**src/rtl/cpu_pkg.sv**
```systemverilog
// Shared CPU-side constants and the program-loader state encoding.
package cpu_pkg;

   localparam int         INS_ADDR_W  = 6;
   localparam int         INS_W       = 32;
   localparam logic [7:0] LOADER_SYNC = 8'hA5;

   typedef enum logic [1:0] {
      IDLE  = 2'd0,
      COUNT = 2'd1,
      DATA  = 2'd2,
      CHECK = 2'd3
   } ldr_state_t;

endpackage

```
**src/rtl/ins_loader_if.sv**
```systemverilog
// Byte-stream input and instruction-memory write port of the program loader.
// master: the loader itself; slave: the UART/memory environment around it.
interface ins_loader_if
   import cpu_pkg::*;
#(
   parameter int ADDR_W = INS_ADDR_W,
   parameter int DATA_W = INS_W
);
   logic [7:0]        in_data;
   logic              in_valid;
   logic              in_ready;
   logic              wr_en;
   logic [ADDR_W-1:0] wr_addr;
   logic [DATA_W-1:0] wr_data;

   modport master (
      input  in_data, in_valid,
      output in_ready, wr_en, wr_addr, wr_data
   );

   modport slave (
      output in_data, in_valid,
      input  in_ready, wr_en, wr_addr, wr_data
   );
endinterface

```
**src/rtl/ins_word_pack.sv**
```systemverilog
// Little-endian byte-to-word packer with running modulo-256 byte sum.
// The 4th byte is not stored: the word is presented combinationally with it.
module ins_word_pack
   import cpu_pkg::*;
(
   input  logic             clk,
   input  logic             rst_n,
   input  logic             clr,
   input  logic             en,
   input  logic [7:0]       byte_in,
   output logic             word_valid,
   output logic [INS_W-1:0] word,
   output logic [7:0]       sum
);

   logic [1:0]  byte_idx_q;
   logic [23:0] sh_q;
   logic [7:0]  sum_q;

   // Byte lane capture, byte index and checksum accumulation.
   always_ff @(posedge clk or negedge rst_n) begin
      if (!rst_n) begin
         byte_idx_q <= 2'd0;
         sh_q       <= 24'd0;
         sum_q      <= 8'd0;
      end else if (clr) begin
         byte_idx_q <= 2'd0;
         sum_q      <= 8'd0;
      end else if (en) begin
         case (byte_idx_q)
            2'd0:    sh_q[7:0]   <= byte_in;
            2'd1:    sh_q[15:8]  <= byte_in;
            2'd2:    sh_q[23:16] <= byte_in;
            default: ;
         endcase
         byte_idx_q <= byte_idx_q + 2'd1;
         sum_q      <= sum_q + byte_in;
      end
   end

   assign word_valid = en & (byte_idx_q == 2'd3);
   assign word       = {byte_in, sh_q};
   assign sum        = sum_q;

endmodule

```
**src/rtl/ins_loader.sv**
```systemverilog
// Program loader: framed byte stream -> sequential instruction-memory writes.
// state | meaning
// IDLE  | drop bytes until the sync header
// COUNT | next byte is the word count N (0 = full depth)
// DATA  | packing 4*N data bytes, one write per completed word
// CHECK | next byte is the checksum; good -> release CPU, bad -> sticky err
module ins_loader
   import cpu_pkg::*;
#(
   parameter int         ADDR_W      = INS_ADDR_W,
   parameter int         DATA_W      = INS_W,
   parameter logic [7:0] SYNC_BYTE   = LOADER_SYNC,
   parameter int         TIMEOUT_CYC = 1000000
)(
   input  logic            clk,
   input  logic            rst_n,
   ins_loader_if.master    bus,
   output logic            cpu_hold,
   output logic            done,
   output logic            err
);

   localparam int                CNT_W    = ADDR_W + 1;
   localparam int                DEPTH    = 1 << ADDR_W;
   localparam int                TMR_W    = $clog2(TIMEOUT_CYC);
   localparam logic [TMR_W-1:0]  TMR_LAST = TMR_W'(TIMEOUT_CYC - 1);

   ldr_state_t        state_q, state_d;
   logic              in_ready_q, acc;
   logic              pack_clr, pack_en, word_valid;
   logic [INS_W-1:0]  word;
   logic [7:0]        sum;
   logic [CNT_W-1:0]  n_q, n_in, word_cnt_q;
   logic [TMR_W-1:0]  timer_q;
   logic              last_word, timeout, sum_ok;
   logic              wr_en_d, done_d, err_d, hold_d;
   logic              wr_en_q;
   logic [ADDR_W-1:0] wr_addr_q;
   logic [DATA_W-1:0] wr_data_q;

   assign acc       = bus.in_valid & in_ready_q;
   assign n_in      = (bus.in_data == 8'd0) ? CNT_W'(DEPTH) : CNT_W'(bus.in_data);
   assign last_word = (word_cnt_q == n_q - 1'b1);
   assign timeout   = (state_q != IDLE) && !acc && (timer_q == TMR_LAST);
   assign pack_clr  = (state_q == COUNT);
   assign pack_en   = (state_q == DATA) && acc;
   assign sum_ok    = (bus.in_data == sum);

   ins_word_pack u_pack (
      .clk        (clk),
      .rst_n      (rst_n),
      .clr        (pack_clr),
      .en         (pack_en),
      .byte_in    (bus.in_data),
      .word_valid (word_valid),
      .word       (word),
      .sum        (sum)
   );

   // State register.
   always_ff @(posedge clk or negedge rst_n) begin
      if (!rst_n) state_q <= IDLE;
      else        state_q <= state_d;
   end

   // Next-state decode; a mid-frame stall longer than the timeout drops back to IDLE.
   always_comb begin
      state_d = state_q;
      case (state_q)
         IDLE:  if (acc && bus.in_data == SYNC_BYTE) state_d = COUNT;
         COUNT: if (timeout) state_d = IDLE; else if (acc) state_d = DATA;
         DATA:  if (timeout) state_d = IDLE; else if (word_valid && last_word) state_d = CHECK;
         CHECK: if (timeout || acc) state_d = IDLE;
         default: state_d = IDLE;
      endcase
   end

   // Output decode; values are registered below so every output is glitch-free.
   always_comb begin
      wr_en_d = word_valid;
      done_d  = 1'b0;
      err_d   = err;
      hold_d  = cpu_hold;
      case (state_q)
         IDLE:
            if (acc && bus.in_data == SYNC_BYTE) begin
               err_d  = 1'b0;
               hold_d = 1'b1;
            end
         CHECK:
            if (acc) begin
               if (sum_ok) begin
                  done_d = 1'b1;
                  hold_d = 1'b0;
               end else begin
                  err_d = 1'b1;
               end
            end
         default: ;
      endcase
      if (timeout) err_d = 1'b1;
   end

   // Output registers.
   always_ff @(posedge clk or negedge rst_n) begin
      if (!rst_n) begin
         in_ready_q <= 1'b0;
         wr_en_q    <= 1'b0;
         wr_addr_q  <= '0;
         wr_data_q  <= '0;
         done       <= 1'b0;
         err        <= 1'b0;
         cpu_hold   <= 1'b0;
      end else begin
         in_ready_q <= 1'b1;
         wr_en_q    <= wr_en_d;
         done       <= done_d;
         err        <= err_d;
         cpu_hold   <= hold_d;
         if (wr_en_d) begin
            wr_addr_q <= word_cnt_q[ADDR_W-1:0];
            wr_data_q <= DATA_W'(word);
         end
      end
   end

   // Word count, frame length and idle-cycle timer.
   always_ff @(posedge clk or negedge rst_n) begin
      if (!rst_n) begin
         n_q        <= '0;
         word_cnt_q <= '0;
         timer_q    <= '0;
      end else begin
         if (state_q == COUNT && acc) begin
            n_q        <= n_in;
            word_cnt_q <= '0;
         end else if (word_valid) begin
            word_cnt_q <= word_cnt_q + 1'b1;
         end
         if (state_q == IDLE || acc || timeout) timer_q <= '0;
         else                                   timer_q <= timer_q + 1'b1;
      end
   end

   assign bus.in_ready = in_ready_q;
   assign bus.wr_en    = wr_en_q;
   assign bus.wr_addr  = wr_addr_q;
   assign bus.wr_data  = wr_data_q;

endmodule

```
**src/flat_wrapper.sv**
```systemverilog
// flat-port wrapper written by rule: the top's interface ports become plain ports
module ins_loader_flat import cpu_pkg::*;
#(
   parameter int         ADDR_W      = INS_ADDR_W,
   parameter int         DATA_W      = INS_W,
   parameter logic [7:0] SYNC_BYTE   = LOADER_SYNC,
   parameter int         TIMEOUT_CYC = 1000000
)
  (clk, rst_n, cpu_hold, done, err, bus_in_data, bus_in_valid, bus_in_ready, bus_wr_en, bus_wr_addr, bus_wr_data);
  ins_loader_if #(.ADDR_W(ADDR_W), .DATA_W(DATA_W)) bus_i ();
  input  logic clk;
  input  logic rst_n;
  output logic cpu_hold;
  output logic done;
  output logic err;
  input wire logic [$bits(bus_i.in_data)-1:0] bus_in_data;
  input wire logic [$bits(bus_i.in_valid)-1:0] bus_in_valid;
  output wire logic [$bits(bus_i.in_ready)-1:0] bus_in_ready;
  output wire logic [$bits(bus_i.wr_en)-1:0] bus_wr_en;
  output wire logic [$bits(bus_i.wr_addr)-1:0] bus_wr_addr;
  output wire logic [$bits(bus_i.wr_data)-1:0] bus_wr_data;
  assign bus_i.in_data = bus_in_data;
  assign bus_i.in_valid = bus_in_valid;
  assign bus_in_ready = bus_i.in_ready;
  assign bus_wr_en = bus_i.wr_en;
  assign bus_wr_addr = bus_i.wr_addr;
  assign bus_wr_data = bus_i.wr_data;
  ins_loader #(.ADDR_W(ADDR_W), .DATA_W(DATA_W), .SYNC_BYTE(SYNC_BYTE), .TIMEOUT_CYC(TIMEOUT_CYC)) u_core (.clk(clk), .rst_n(rst_n), .bus(bus_i), .cpu_hold(cpu_hold), .done(done), .err(err));
endmodule
```
**config.mk**
```make
export PLATFORM = sky130hd
export DESIGN_NAME = ins_loader_flat
export DESIGN_NICKNAME = d
export VERILOG_FILES = /design/src/rtl/cpu_pkg.sv /design/src/rtl/ins_loader_if.sv /design/src/rtl/ins_word_pack.sv /design/src/rtl/ins_loader.sv /design/src/flat_wrapper.sv
export SDC_FILE = /design/constraint.sdc
export NUM_CORES = 1
export LEC_CHECK = 0
export CORE_ASPECT_RATIO = 0.5
export CORE_UTILIZATION = 35
export CTS_CLUSTER_DIAMETER = 120
export DETAILED_ROUTE_END_ITERATION = 10
export PLACE_DENSITY_LB_ADDON = 0.15
export SYNTH_ARGS = -nofsm -noshare
export SYNTH_HDL_FRONTEND = slang
export SYNTH_SLANG_ARGS = --single-unit
```
**constraint.sdc**
```tcl
create_clock -name clk -period 2.6 [get_ports clk]
set_clock_uncertainty 0.05 [all_clocks]
set_input_delay 0.39 -clock clk [delete_from_list [all_inputs] [get_ports clk]]
set_output_delay 0.39 -clock clk [all_outputs]
set_load 0.01 [all_outputs]
```
Word-level counts from Yosys, hierarchy flattened
Index checks and enable logic that the tools add are counted.
{"block": "word_totals", "ff_bits": 113, "in_bits": 11, "output_inout_bits": 43}
{"block": "op_classes", "bitwise": 3, "reduce_logical": 24, "mux": 27, "n_eq_ne": 19, "addsub": 5}
{"operator": "2-to-1 mux 7 bit", "count": 3}
{"operator": "adder 20 x 1 -> 20 bit, second input constant", "count": 1}
{"operator": "equality test 20 bit, second input constant", "count": 1}
{"operator": "2-to-1 mux 20 bit", "count": 1}
{"operator": "2-to-1 mux 2 bit", "count": 8}
{"operator": "2-to-1 mux 8 bit", "count": 2}
{"operator": "AND reduction 4 bit", "count": 3}
{"operator": "2-to-1 mux 1 bit", "count": 10}
{"operator": "!= test 3 x 2 -> 1 bit, second input constant", "count": 3}
{"operator": "AND reduction 3 bit", "count": 3}
{"operator": "adder 8 bit", "count": 1}
{"operator": "equality test 2 bit, second input constant", "count": 4}
{"operator": "equality test 8 bit", "count": 1}
{"operator": "equality test 8 bit, second input constant", "count": 1}
{"operator": "logical NOT 8 bit", "count": 1}
{"operator": "!= test 2 x 1 -> 1 bit, second input constant", "count": 4}
{"operator": "case mux 2 bit (4 select lines)", "count": 1}
{"operator": "nonzero test 2 bit", "count": 4}
{"operator": "adder 7 x 1 -> 7 bit, second input constant", "count": 1}
{"operator": "equality test 7 bit", "count": 1}
{"operator": "subtractor 7 x 1 -> 7 bit, second input constant", "count": 1}
{"operator": "logical AND 1 bit", "count": 6}
{"operator": "!= test 3 x 1 -> 1 bit, second input constant", "count": 2}
{"operator": "equality test 2 x 1 -> 1 bit, second input constant", "count": 2}
{"operator": "8 further kinds", "count": 13}

Logic depth before layout (Yosys ltp)
{"block": "logic_depth", "depth_word": 7, "ltp_mapped": 9, "depth_no_buf": 8}

Cells and area by module
Synthesis repeated with hierarchy kept, for this count alone.
{"block": "hier_totals", "cells_unflattened": 459, "hier_area_um2": 5449.0}
{"module": "ins_loader", "n_inst": 1, "seq_area_each_um2": 1976.9, "area_each_um2": 3671.0, "cells_per_inst": 319}
{"module": "ins_word_pack", "n_inst": 1, "seq_area_each_um2": 850.8, "area_each_um2": 1778.0, "cells_per_inst": 140}

Least setup slack after synthesis
OpenSTA, ideal clock, no wires.
{"block": "synth_path", "path_type": "reg-to-reg", "from": "register u_core.state_q[0]", "to": "register u_core.state_q[1]", "t_arrival_ns": 1.954, "t_required_ns": 2.425, "path_buffers": 1, "setup_slack_ns": 0.471, "synth_period_minus_slack_ns": 2.129, "path_stages_with_launch": 10, "path_cell_list": "dfrtp_1 > inv_1 > ha_1 > and3_1 > buf_4 > nand2_8 > nor4_1 > nand4_1 > o21ai_2 > mux2_4"}
{"block": "synth_between", "elab_chain_len": 6}
{"item": "start, declared", "line_no": "ins_loader.sv:28", "source": "ldr_state_t state_q, state_d;"}
{"item": "start signal, assigned", "line_no": "ins_loader.sv:63", "source": "else state_q <= state_d;"}
{"item": "equality test 2 bit or nonzero test 2 bit (tied branches)", "line_no": "ins_loader.sv:46, ins_loader.sv:69, ins_loader.sv:44"}
{"item": "logical AND 1 bit (on tied branches)", "line_no": "ins_loader.sv:46, ins_loader.sv:44"}
{"item": "AND 1 bit or logical AND 1 bit (tied branches)", "line_no": "ins_word_pack.sv:41, ins_loader.sv:44"}
{"item": "logical AND 1 bit or logical OR 1 bit (tied branches)", "line_no": "ins_loader.sv:72, ins_loader.sv:73"}
{"item": "!= test 3 x 2 -> 1 bit (no source line) or != test 2 x 1 -> 1 bit (tied branches)"}
{"item": "AND reduction 4 bit (no source line)"}
Parallel ways exist; a longest one is shown, timed or not.
A chain may end at the register's enable or synchronous reset.

Final worst setup path
Same ends and word-level chain as after synthesis.

==> impl_metrics.yaml <==
synth:
  ys_top_cells_by_area: "dfrtp_1, nand2_1, ha_1"
  ys_warn_count: 0
  synth-async-reset-ratio_pct: 100
  avgSynthCellArea_um2: 10.2
  yosys.cell_types.count: 55
  synth_fp_nets: 553
  yosys_register_bits: 113
  synth_edf_count: 0
  synthCells: 522
  synth_top_area_share_pct: 53.3
  ys_seq_area_share_pct: 53.3
  synth.top_cells.by_count: "nand2_1, dfrtp_1, nor2_1"
  synthesis.area_um2: 5310
  synth_area_leader_cell: "dfrtp_1"
  synthFlopType: "dfrtp_1"
  synth_most_common_cell: "nand2_1"
setup_path:
  required_ns: 2.83
  start_kind: "flip-flop"
  crit_type: "flip-flop to flip-flop"
  critPathCaptureType: "flip-flop"
  r2r_slack_ns: 0.18
  worstReg2RegEnd: "u_core.state_q[1]"
  reg2reg_from: "u_core.state_q[0]"
  crit_arrival_ns: 2.65
  rr_worst_depth: 8
  crit_fanout: 5
grt:
  grt_use_met3_pct: 4.08
  grt_use_total_pct: 16.9
  top_usage_layer: "met2"
  antenna_found_initial: 0
  grt_max_degree: 40
  grt_util_met2_pct: 25.6
  grt_pass1_vias: 3885
  grtUsageMet1_pct: 23.9
  grt_pass1_wl_um: 20100
  grt-ovfl-total: 0
timing:
  hold_ws_ns: 0.412
  period_needed_ns: 2.42
  setup_tns_ns: 0
  fmax_ghz: 0.413
  grt_setup_unrepaired: "false"
  worst_slew_pin_slew_ns: 0.513
  timing.final.max_slew_violations: 0
  relSlewSlack_pct: 65.8
  fin_crit_sh_pct: 93.2
  setup_viol: 0
  hold_viol_final: 0
clocking:
  cts_resized: 0
  htree_levels: 4
  cts_setup_buffers: 0
  cts_tree: "yes"
  clockBufferDepth: 2
  clock_latency_ns: 0.40
  numCtsBuffers: 17
  numClockSinks: 113
  clockRootBuffer: "clkbuf_16"
  path_clk_slew_ns: 0.05
worst_hold_path:
  min_to: "u_core.bus.wr_data[5]"
  worst_hold_path.num_cells: 2
  min_path_type: "flip-flop to flip-flop"
  worstHoldStart: "u_core.u_pack.sh_q[5]"
pwr:
  power.leakage_nw: 3.23
  p_sw_mw: 1.56
  p_total_mw: 5.56
  netSwitchingFraction_pct: 28.1
  seq_power_share_pct: 38.4
  p_per_area_nw_per_um2: 814
  combPwrFrac_pct: 20.0
  internal-power_mw: 4.00
  clkPwrFrac_pct: 41.7
  irDropWorstVdd_mv: 0.409
floorplan:
  start_util_pct: 36.3
  ios: 54
  die_w_um: 176
  fp.dieH_um: 89.1
  die-area_um2: 15700
  core-area_um2: 14600
  rows: 31
run:
  cap_violations: 0
drt:
  dr_total_vias: 3812
  vias_per_cell: 4.68
  detail-route-antenna-nets: 0
  drt_iter0_markers: 159
  drtPass1Iterations: 5
  wl_per_cell_um: 14.6
  wl_um: 11900
  route.detailed.drc: 0
placed_design:
  hpwl_um: 8340
  place_congestion: 0.760
  portBuffers: 53
cells_and_area:
  diodes: 0
  areaGrowthSynthToFinish_pct: 28.6
  nNetsFinal: 636
  final_layout_size_suffix_gt1_share_pct: 14.4
  fillers: 1389
  final_util_pct: 46.7
run_status:
  status: "finished, final reports clean"
==> stage by stage <==
stage               setup WS (ns)  area (um2)  instances
detailed placement        -0.0183        6220        783
floorplan                   0.471        5310        522
CTS                         0.162        6830        815
global placement        -0.000737        6220        783
global route               0.0484        6830        815
finish                      0.177        6830        815
==> how the worst max path moves through the flow <==
| stage | depth (start not counted) | start | to |
|---|---|---|---|
| global route | 8 | u_core.state_q[0] | u_core.state_q[1] |
| finish | 8 | u_core.state_q[0] | u_core.state_q[1] |
| floorplan | 9 | u_core.state_q[0] | u_core.state_q[1] |
| global placement | 8 | bus_in_data[4] | u_core.u_pack.sum[7] |
| detailed placement | 8 | bus_in_data[4] | u_core.u_pack.sum[7] |
| CTS | 8 | u_core.state_q[0] | u_core.state_q[1] |
==> per-layer routing <==
| layer | up-vias | share of wire (%) |
|---|---|---|
| met5 | - | 0 |
| met4 | 0 | 0.29 |
| met3 | 2 | 3.9 |
| met2 | 56 | 44 |
| met1 | 1841 | 52 |
| li1 | 1913 | - |
==> layout by cell type (no fill, tap or decap), drive strengths merged, types with 5 or more instances in the layout <==
| cell | netlist | final |
|---|---|---|
| clkdlybuf4s50 | 0 | 52 |
| mux2 | 29 | 29 |
| nand2 | 143 | 143 |
| nor4 | 5 | 5 |
| xnor2 | 21 | 21 |
| o21ai | 11 | 11 |
| or3 | 5 | 5 |
| nand4 | 9 | 9 |
| and3 | 9 | 9 |
| clkinvlp | 0 | 6 |
| nand3 | 15 | 15 |
| dfrtp | 113 | 113 |
| nor3 | 6 | 6 |
| inv | 12 | 13 |
| clkbuf | 12 | 18 |
| buf | 5 | 28 |
| ha | 19 | 19 |
| xor2 | 18 | 18 |
| nor2 | 42 | 42 |
| a21oi | 15 | 15 |
==> flip-flops by register name, indices dropped and copies added, names as in the netlist <==
register / count
u_core.bus.in_ready: 1
u_core.done: 1
u_core.err: 1
u_core.timer_q: 20
u_core.state_q: 2
u_core.u_pack.sh_q: 24
u_core.bus.wr_addr: 6
u_core.cpu_hold: 1
u_core.u_pack.sum: 8
u_core.bus.wr_en: 1
u_core.word_cnt_q: 7
u_core.n_q: 7
u_core.bus.wr_data: 32
u_core.u_pack.byte_idx_q: 2
==> power groups by stage <==
stage	clock network, mW	registers (mW)	logic, mW
after floorplan	0	2.11	0.800
after global placement	0	2.15	1.10
after detailed placement	0	2.16	1.12
after CTS	2.37	2.13	1.13
after global routing	2.47	2.17	1.24
final	2.32	2.13	1.11
==> repair_timing <==
action,CTS,global route
hold buffers,1,0
hold endpoints to repair,29,0
setup endpoints to repair,0,0
==> layout make-up <==
| class | count | area, um2 | share of cell area, % |
|---|---|---|---|
| Inverter | 12 | 45.0 | 0.660 |
| Timing Repair Buffer | 81 | 753 | 11.0 |
| Tap cell | 198 | 248 | 3.63 |
| Clock buffer | 18 | 429 | 6.29 |
| Sequential cell | 113 | 2830 | 41.4 |
| Multi-Input combinational cell | 380 | 2360 | 34.6 |
| Clock inverter | 13 | 163 | 2.38 |
==> kinds of logic (layout without fill, tap and decap cells) <==
| kind of cell | after synthesis | count (layout) | share of synthesized area, % |
|---|---|---|---|
| AOI/OAI and AO/OA | 40 | 40 | 5.23 |
| xor gates and xnor gates | 39 | 39 | 6.43 |
| adders and majority gates | 20 | 20 | 4.86 |
| buffers and inverters | 29 | 124 | 2.29 |
| DFF | 113 | 113 | 53.3 |
| muxes | 30 | 30 | 6.41 |
| other | 1 | 1 | 0.0706 |
| and+or+nand+nor | 250 | 250 | 21.4 |
==> worst max-delay path, stage by stage, from the launching register on <==
cell	delay, ns
dfrtp_1	0.40
inv_1	0.14
ha_1	0.25
and3_1	0.33
nand2_8	0.07
nor4_1	0.42
nand4_1	0.16
o21ai_2	0.18
mux2_4	0.31
Note: power is estimated with default switching activity, not from simulation.
==> RTL change 1 (same flow settings) <==
`INS_ADDR_W`: 6 -> 7.
--- a/src/rtl/cpu_pkg.sv
+++ b/src/rtl/cpu_pkg.sv
@@ -1,7 +1,7 @@
 // Shared CPU-side constants and the program-loader state encoding.
 package cpu_pkg;
 
-   localparam int         INS_ADDR_W  = 6;
+   localparam int         INS_ADDR_W  = 7;
    localparam int         INS_W       = 32;
    localparam logic [7:0] LOADER_SYNC = 8'hA5;
 
Interface: changed (resized bus_wr_addr); port bits go from 54 to 55. No check against the original RTL was run, so the function may have changed too.
==> RTL change 1 against the unedited design <==
The run now ends with design-rule violations left. Worst setup slack improved by 0.13 ns. Synthesized area increased by 3.3%. Cell area increased by 1.5%. Sequential cell count increased by 3. Sequential share of layout area increased by 0.48 points. Final cell count increased by 2.8%. Routed wire length increased by 4.5%. Critical endpoint unchanged. Critical path depth unchanged. Largest power group is now registers. Count of clock-buffer cells in the layout unchanged. Power decreased by 4.1%. Synthesized cell count increased by 5.6%. Sequential power increased by 2%. Via count increased by 6.3%. Utilization decreased by 0.17 points.
==> RTL change 1: results (changes against the unedited design) <==
metric	value	unit	change
grt_pass1_vias	3973		+2.3%
ys_top_cells_by_area	dfrtp_1, nand2_1, mux2_2, ha_1, xor2_1		
synthArstFlopShare	100	%	unchanged
drt-pass1-iter-count	8		+3
path_max_fanout	8		+3
leakage	3.28	nW	+1.4%
pre_cts_ws	-0.00688	ns	+0.0114 ns
post-route-drc-count	10		+10
slowest_delay	0.48	ns	+0.06 ns
grt_max_degree	46		+15%
yosysTopAreaCell	dfrtp_1		
grt_first_pass_wirelength	20800	um	+3.8%
hold_depth	1		-1
drtIter0Drc	240		+51%
cp_slowest_cell	dfrtp_1		
post_drt_wl_per_cell	14.8	um	+1.7%
port_buffers	54		+1.9%
synthDistinctLibCells	57		+3.6%
power.internal	3.71	mW	-7.1%
nNetsFinal	658		+3.5%
cp_top_family	simple AND/OR/NAND/NOR gates		
yosysSeqAreaShare	52.9	%	-0.36 points
cp_data_arrival_time	2.52	ns	-0.13 ns
nFillCells	1440		+3.7%
r2r_cells	8		unchanged
netlist_top_cells_count	nand2_1, dfrtp_1, nor2_1		
tightest_slew	0.662	ns	+0.149 ns
vdd_drop_max	0.527	mV	+29%
yosysWarnings	0		unchanged
violations	design-rule violations		
htree_num_levels	4		unchanged
cts-resized-gates	0		unchanged
dpl_cell_area	0.00637	mm2	+2.4%
dr_total_vias	4053		+6.3%
grtUsageTotal	16.7	%	-0.23 points
numCtsBuffers	17		unchanged
place_congestion	0.849		+12%
dpl.hpwl	8430	um	+1.0%
synth_nets	582		+5.2%
cts_setup_buffers	0		unchanged
antenna_found_initial	0		unchanged
layout-drive-gt1-share	14.7	%	+0.26 points
antenna_cells	0		unchanged
largest_reg_flops	32		unchanged
hold_class	reg -> reg		
clock-root-buffer	clkbuf_16		
cts.clk_slew.worst_paths	0.06	ns	
cts_buffer_depth	2		unchanged
insertion_delay	0.40	ns	about the same
outcome	finished, violations left		
## RTL change 1: kinds of logic (layout without fill, tap and decap cells)
group / Yosys count / in the layout / synth area share, %
and+or+nand+nor: 259 / 259 / 21.4
DFF: 116 / 116 / 52.9
AOI/OAI and AO/OA: 59 / 59 / 6.86
xor gates and xnor gates: 33 / 33 / 5.27
buffers and inverters: 32 / 121 / 2.42
muxes: 31 / 31 / 6.34
adders and majority gates: 20 / 20 / 4.70
other: 1 / 1 / 0.0683
## RTL change 1: path summary, 6_finish.rpt
check	startpoint	slack [ns]	end
worst max register to register	u_core.n_q[0]$_DFFE_PN0P_	0.31	u_core.state_q[1]$_DFFE_PN0P_
min in group asynchronous	rst_n	0.51	u_core.bus.in_ready$_DFF_PN0_
worst min-delay path	u_core.timer_q[0]$_DFF_PN0_	0.40	u_core.timer_q[0]$_DFF_PN0_
max in group asynchronous	rst_n	1.29	u_core.u_pack.sum[7]$_DFFE_PN0P_
worst min register to register	u_core.timer_q[0]$_DFF_PN0_	0.40	u_core.timer_q[0]$_DFF_PN0_
worst max-delay path	u_core.n_q[0]$_DFFE_PN0P_	0.31	u_core.state_q[1]$_DFFE_PN0P_
## RTL change 1: timing repair
item / 4_1_cts / 5_1_grt
endpoints found under the setup margin: 0 / 0
hold endpoints to repair: 17 / 0
hold buffers: 1 / 0
## RTL change 1: layout make-up
| cell class | instances | share of cell area (%) |
|---|---|---|
| clock buffer | 18 | 6.34 |
| clock inverter | 14 | 1.48 |
| inverter | 12 | 0.650 |
| multi-input combinational | 403 | 35.4 |
| sequential | 116 | 41.9 |
| tap | 198 | 3.58 |
| timing repair buffer | 77 | 10.7 |
## RTL change 1: power by group through the flow
stage / clock network (mW) / logic, mW / registers (mW)
final: 2.13 / 1.03 / 2.18
after global routing: 2.27 / 1.17 / 2.21
after CTS: 2.19 / 1.04 / 2.18
after detailed placement: 0 / 1.03 / 2.21
after global placement: 0 / 1.02 / 2.21
after floorplan: 0 / 0.763 / 2.16
## RTL change 1: through the flow
| step | utilization, % | std cells | power, mW |
|---|---|---|---|
| after floorplan | - | 551 | 2.92 |
| after global placement | 42.8 | 805 | 3.23 |
| after detailed placement | 42.8 | 805 | 3.24 |
| after CTS | 46.5 | 838 | 5.41 |
| after global routing | 46.5 | 838 | 5.65 |
| final | 46.5 | 838 | 5.33 |
## RTL change 1: routing by layer
layer | GRT usage, % | vias to the layer above | routed length, um
met4 | 3.81 | 0 | 52
met1 | 24.2 | 1960 | 6610
met2 | 24.6 | 70 | 5280
li1 | - | 2016 | -
met5 | 0 | - | 0
met3 | 4.50 | 7 | 486
==> RTL change 2 (same settings) <==
Made on the original files. Make the reset (`rst_n`) synchronous in 4 clocked blocks.
--- a/src/rtl/ins_word_pack.sv
+++ b/src/rtl/ins_word_pack.sv
@@ -18,7 +18,7 @@
    logic [7:0]  sum_q;
 
    // Byte lane capture, byte index and checksum accumulation.
-   always_ff @(posedge clk or negedge rst_n) begin
+   always_ff @(posedge clk) begin
       if (!rst_n) begin
          byte_idx_q <= 2'd0;
          sh_q       <= 24'd0;
--- a/src/rtl/ins_loader.sv
+++ b/src/rtl/ins_loader.sv
@@ -58,7 +58,7 @@
    );
 
    // State register.
-   always_ff @(posedge clk or negedge rst_n) begin
+   always_ff @(posedge clk) begin
       if (!rst_n) state_q <= IDLE;
       else        state_q <= state_d;
    end
@@ -102,7 +102,7 @@
    end
 
    // Output registers.
-   always_ff @(posedge clk or negedge rst_n) begin
+   always_ff @(posedge clk) begin
       if (!rst_n) begin
          in_ready_q <= 1'b0;
          wr_en_q    <= 1'b0;
@@ -125,7 +125,7 @@
    end
 
    // Word count, frame length and idle-cycle timer.
-   always_ff @(posedge clk or negedge rst_n) begin
+   always_ff @(posedge clk) begin
       if (!rst_n) begin
          n_q        <= '0;
          word_cnt_q <= '0;
Behaviour: differs if rst_n is asserted again (counterexample within 4 cycles, from zero or initial values and one cycle with rst_n low); with rst_n held inactive, the same outputs for 10 cycles.
==> RTL change 2 against the unedited design <==
Synthesized area is 5.5% lower. Cell area fell by 6.2%. Routed wire length decreased by 2.3%. Worst setup slack improved by 0.18 ns. Die area decreased by 5.4%. Sequential cell count unchanged. Highest routed layer unchanged.
Power is not compared: it rests on default switching activity, and its combinational part moved more than twofold at a synthesized area within 25%.
==> RTL change 2: results (changes against the unedited design) <==
metric	value	unit	change
outcome	finished clean		
cts_buffer_depth	2		unchanged
cts-resized-gates	0		unchanged
synthDistinctLibCells	47		-15%
cp_data_arrival_time	2.54	ns	-0.11 ns
netlist_top_cells_count	nand2_1, dfxtp_1, a21boi_0		
largest_reg_flops	32		unchanged
synth_nets	624		+13%
holdCritStartpoint	rst_n		
drt_wl_total	11600	um	-2.3%
ys.flop_type	dfxtp_1		
nNetsFinal	686		+7.9%
whs	0.231	ns	-0.181 ns
grt_pass1_vias	3825		-1.5%
synthArstFlopShare	0	%	-100 points
grt_first_pass_wirelength	19400	um	-3.3%
yosysSeqAreaShare	45.1	%	-8.2 points
hold_depth	1		-1
holdPathEnd	u_core.bus.in_ready$_DFF_P_		
tightest_slew	0.481	ns	-0.0326 ns
drtIter0Drc	221		+39%
place_congestion	0.788		+3.7%
grt_max_degree	67		+68%
timing.rr.start	u_core.n_q[0]$_SDFFE_PN0P_		
clock-root-buffer	clkbuf_16		
leakage	2.18	nW	
r2r_end	u_core.state_q[0]$_SDFFE_PN0P_		
cts.clk_slew.worst_paths	0.06	ns	
path_max_fanout	6		+1
insertion_delay	0.41	ns	
htree_num_levels	4		unchanged
vdd_drop_max	0.251	mV	
nFillCells	1402		+0.94%
post-route-drc-count	0		unchanged
cts_setup_buffers	0		unchanged
antenna_found_initial	0		unchanged
r2r_cells	7		-1
hold_class	in -> reg		
dpl.hpwl	7830	um	-6.1%
drt-pass1-iter-count	4		-1
dpl_cell_area	0.00584	mm2	-6.1%
layout-drive-gt1-share	8.67	%	-5.8 points
grtUsageTotal	17.0	%	+0.055 points
vias_per_cell	4.77		+1.9%
ys_top_cells_by_area	dfxtp_1, nand2_1, a21boi_0, ha_1, nand3_1		
r2r_slack	0.36	ns	+0.18 ns
port_buffers	53		unchanged
==> RTL change 2: cell count changes in the layout (fill, tap and decap cells not counted), moves of 8 or more <==
cell / unedited run / this run
buf_4: 27 / 14
a21boi_0: 0 / 69
mux2_1: 8 / 0
mux2_2: 20 / 0
dfxtp_1: 0 / 113
dfrtp_1: 113 / 0
nand3_1: 14 / 45
==> RTL change 2: critical path: stages, from the launching register on <==
cell and delay, ns:
dfxtp_1 0.42, inv_1 0.07, ha_1 0.28, a31o_2 0.23
a2111o_1 0.37, a2111oi_2 0.39, o22a_1 0.23, o2111a_1 0.16
==> RTL change 2: metal layers <==
metal / up-vias / global-route usage [%] / part of all wire, %
li1: 2136 / - / -
met1: 1892 / 23.0 / 50
met2: 66 / 25.6 / 44
met3: 11 / 4.43 / 4.6
met4: 0 / 6.98 / 1.1
met5: - / 0 / 0
==> RTL change 2: cell type report <==
class	instances	area (um2)	area share, %
Clock buffer	18	439	6.86
Sequential cell	113	2260	35.3
Timing Repair Buffer	70	691	10.8
Tap cell	192	240	3.75
Multi-Input combinational cell	438	2590	40.4
Clock inverter	14	123	1.91
Inverter	16	60.1	0.938
==> RTL change 2: cell families (layout without fill, tap and decap cells) <==
logic type / Yosys count / count (layout) / synth area share, %
compound gates: 100 / 100 / 14.7
flops: 113 / 113 / 45.1
buf+inv: 43 / 118 / 3.37
mux: 2 / 2 / 0.399
xor+xnor: 38 / 38 / 6.63
fa+ha+maj: 19 / 19 / 4.89
simple gates: 279 / 279 / 25.0
==> RTL change 2: stage by stage <==
step	setup WS, ns	TNS (ns)	utilization [%]	cells
floorplan	0.527	0	-	594
global placement	0.00833	0	42.4	829
detailed placement	-0.00943	-0.00943	42.4	829
CTS	0.347	0	46.5	861
global route	0.214	0	46.5	861
finish	0.361	0	46.5	861
==> RTL change 2: worst max-delay path by stage <==
stage	startpoint	endpoint	slack [ns]	depth (start not counted)
finish	u_core.n_q[0]$_SDFFE_PN0P_	u_core.state_q[0]$_SDFFE_PN0P_	0.36	7
global placement	bus_in_data[1]	u_core.err$_SDFFE_PN0P_	0.008	7
CTS	u_core.n_q[0]$_SDFFE_PN0P_	u_core.state_q[0]$_SDFFE_PN0P_	0.35	7
floorplan	bus_in_data[1]	u_core.err$_SDFFE_PN0P_	0.53	6
global route	u_core.n_q[0]$_SDFFE_PN0P_	u_core.state_q[1]$_SDFFE_PN0P_	0.21	7
detailed placement	bus_in_data[1]	u_core.err$_SDFFE_PN0P_	-0.009	7
==> RTL change 2: where the power goes <==
part	switching, mW	total, mW	internal (mW)
registers	0.00439	1.74	1.74
clock network	0.927	2.20	1.28
logic	0.0813	0.144	0.0632
total	1.01	4.09	3.08
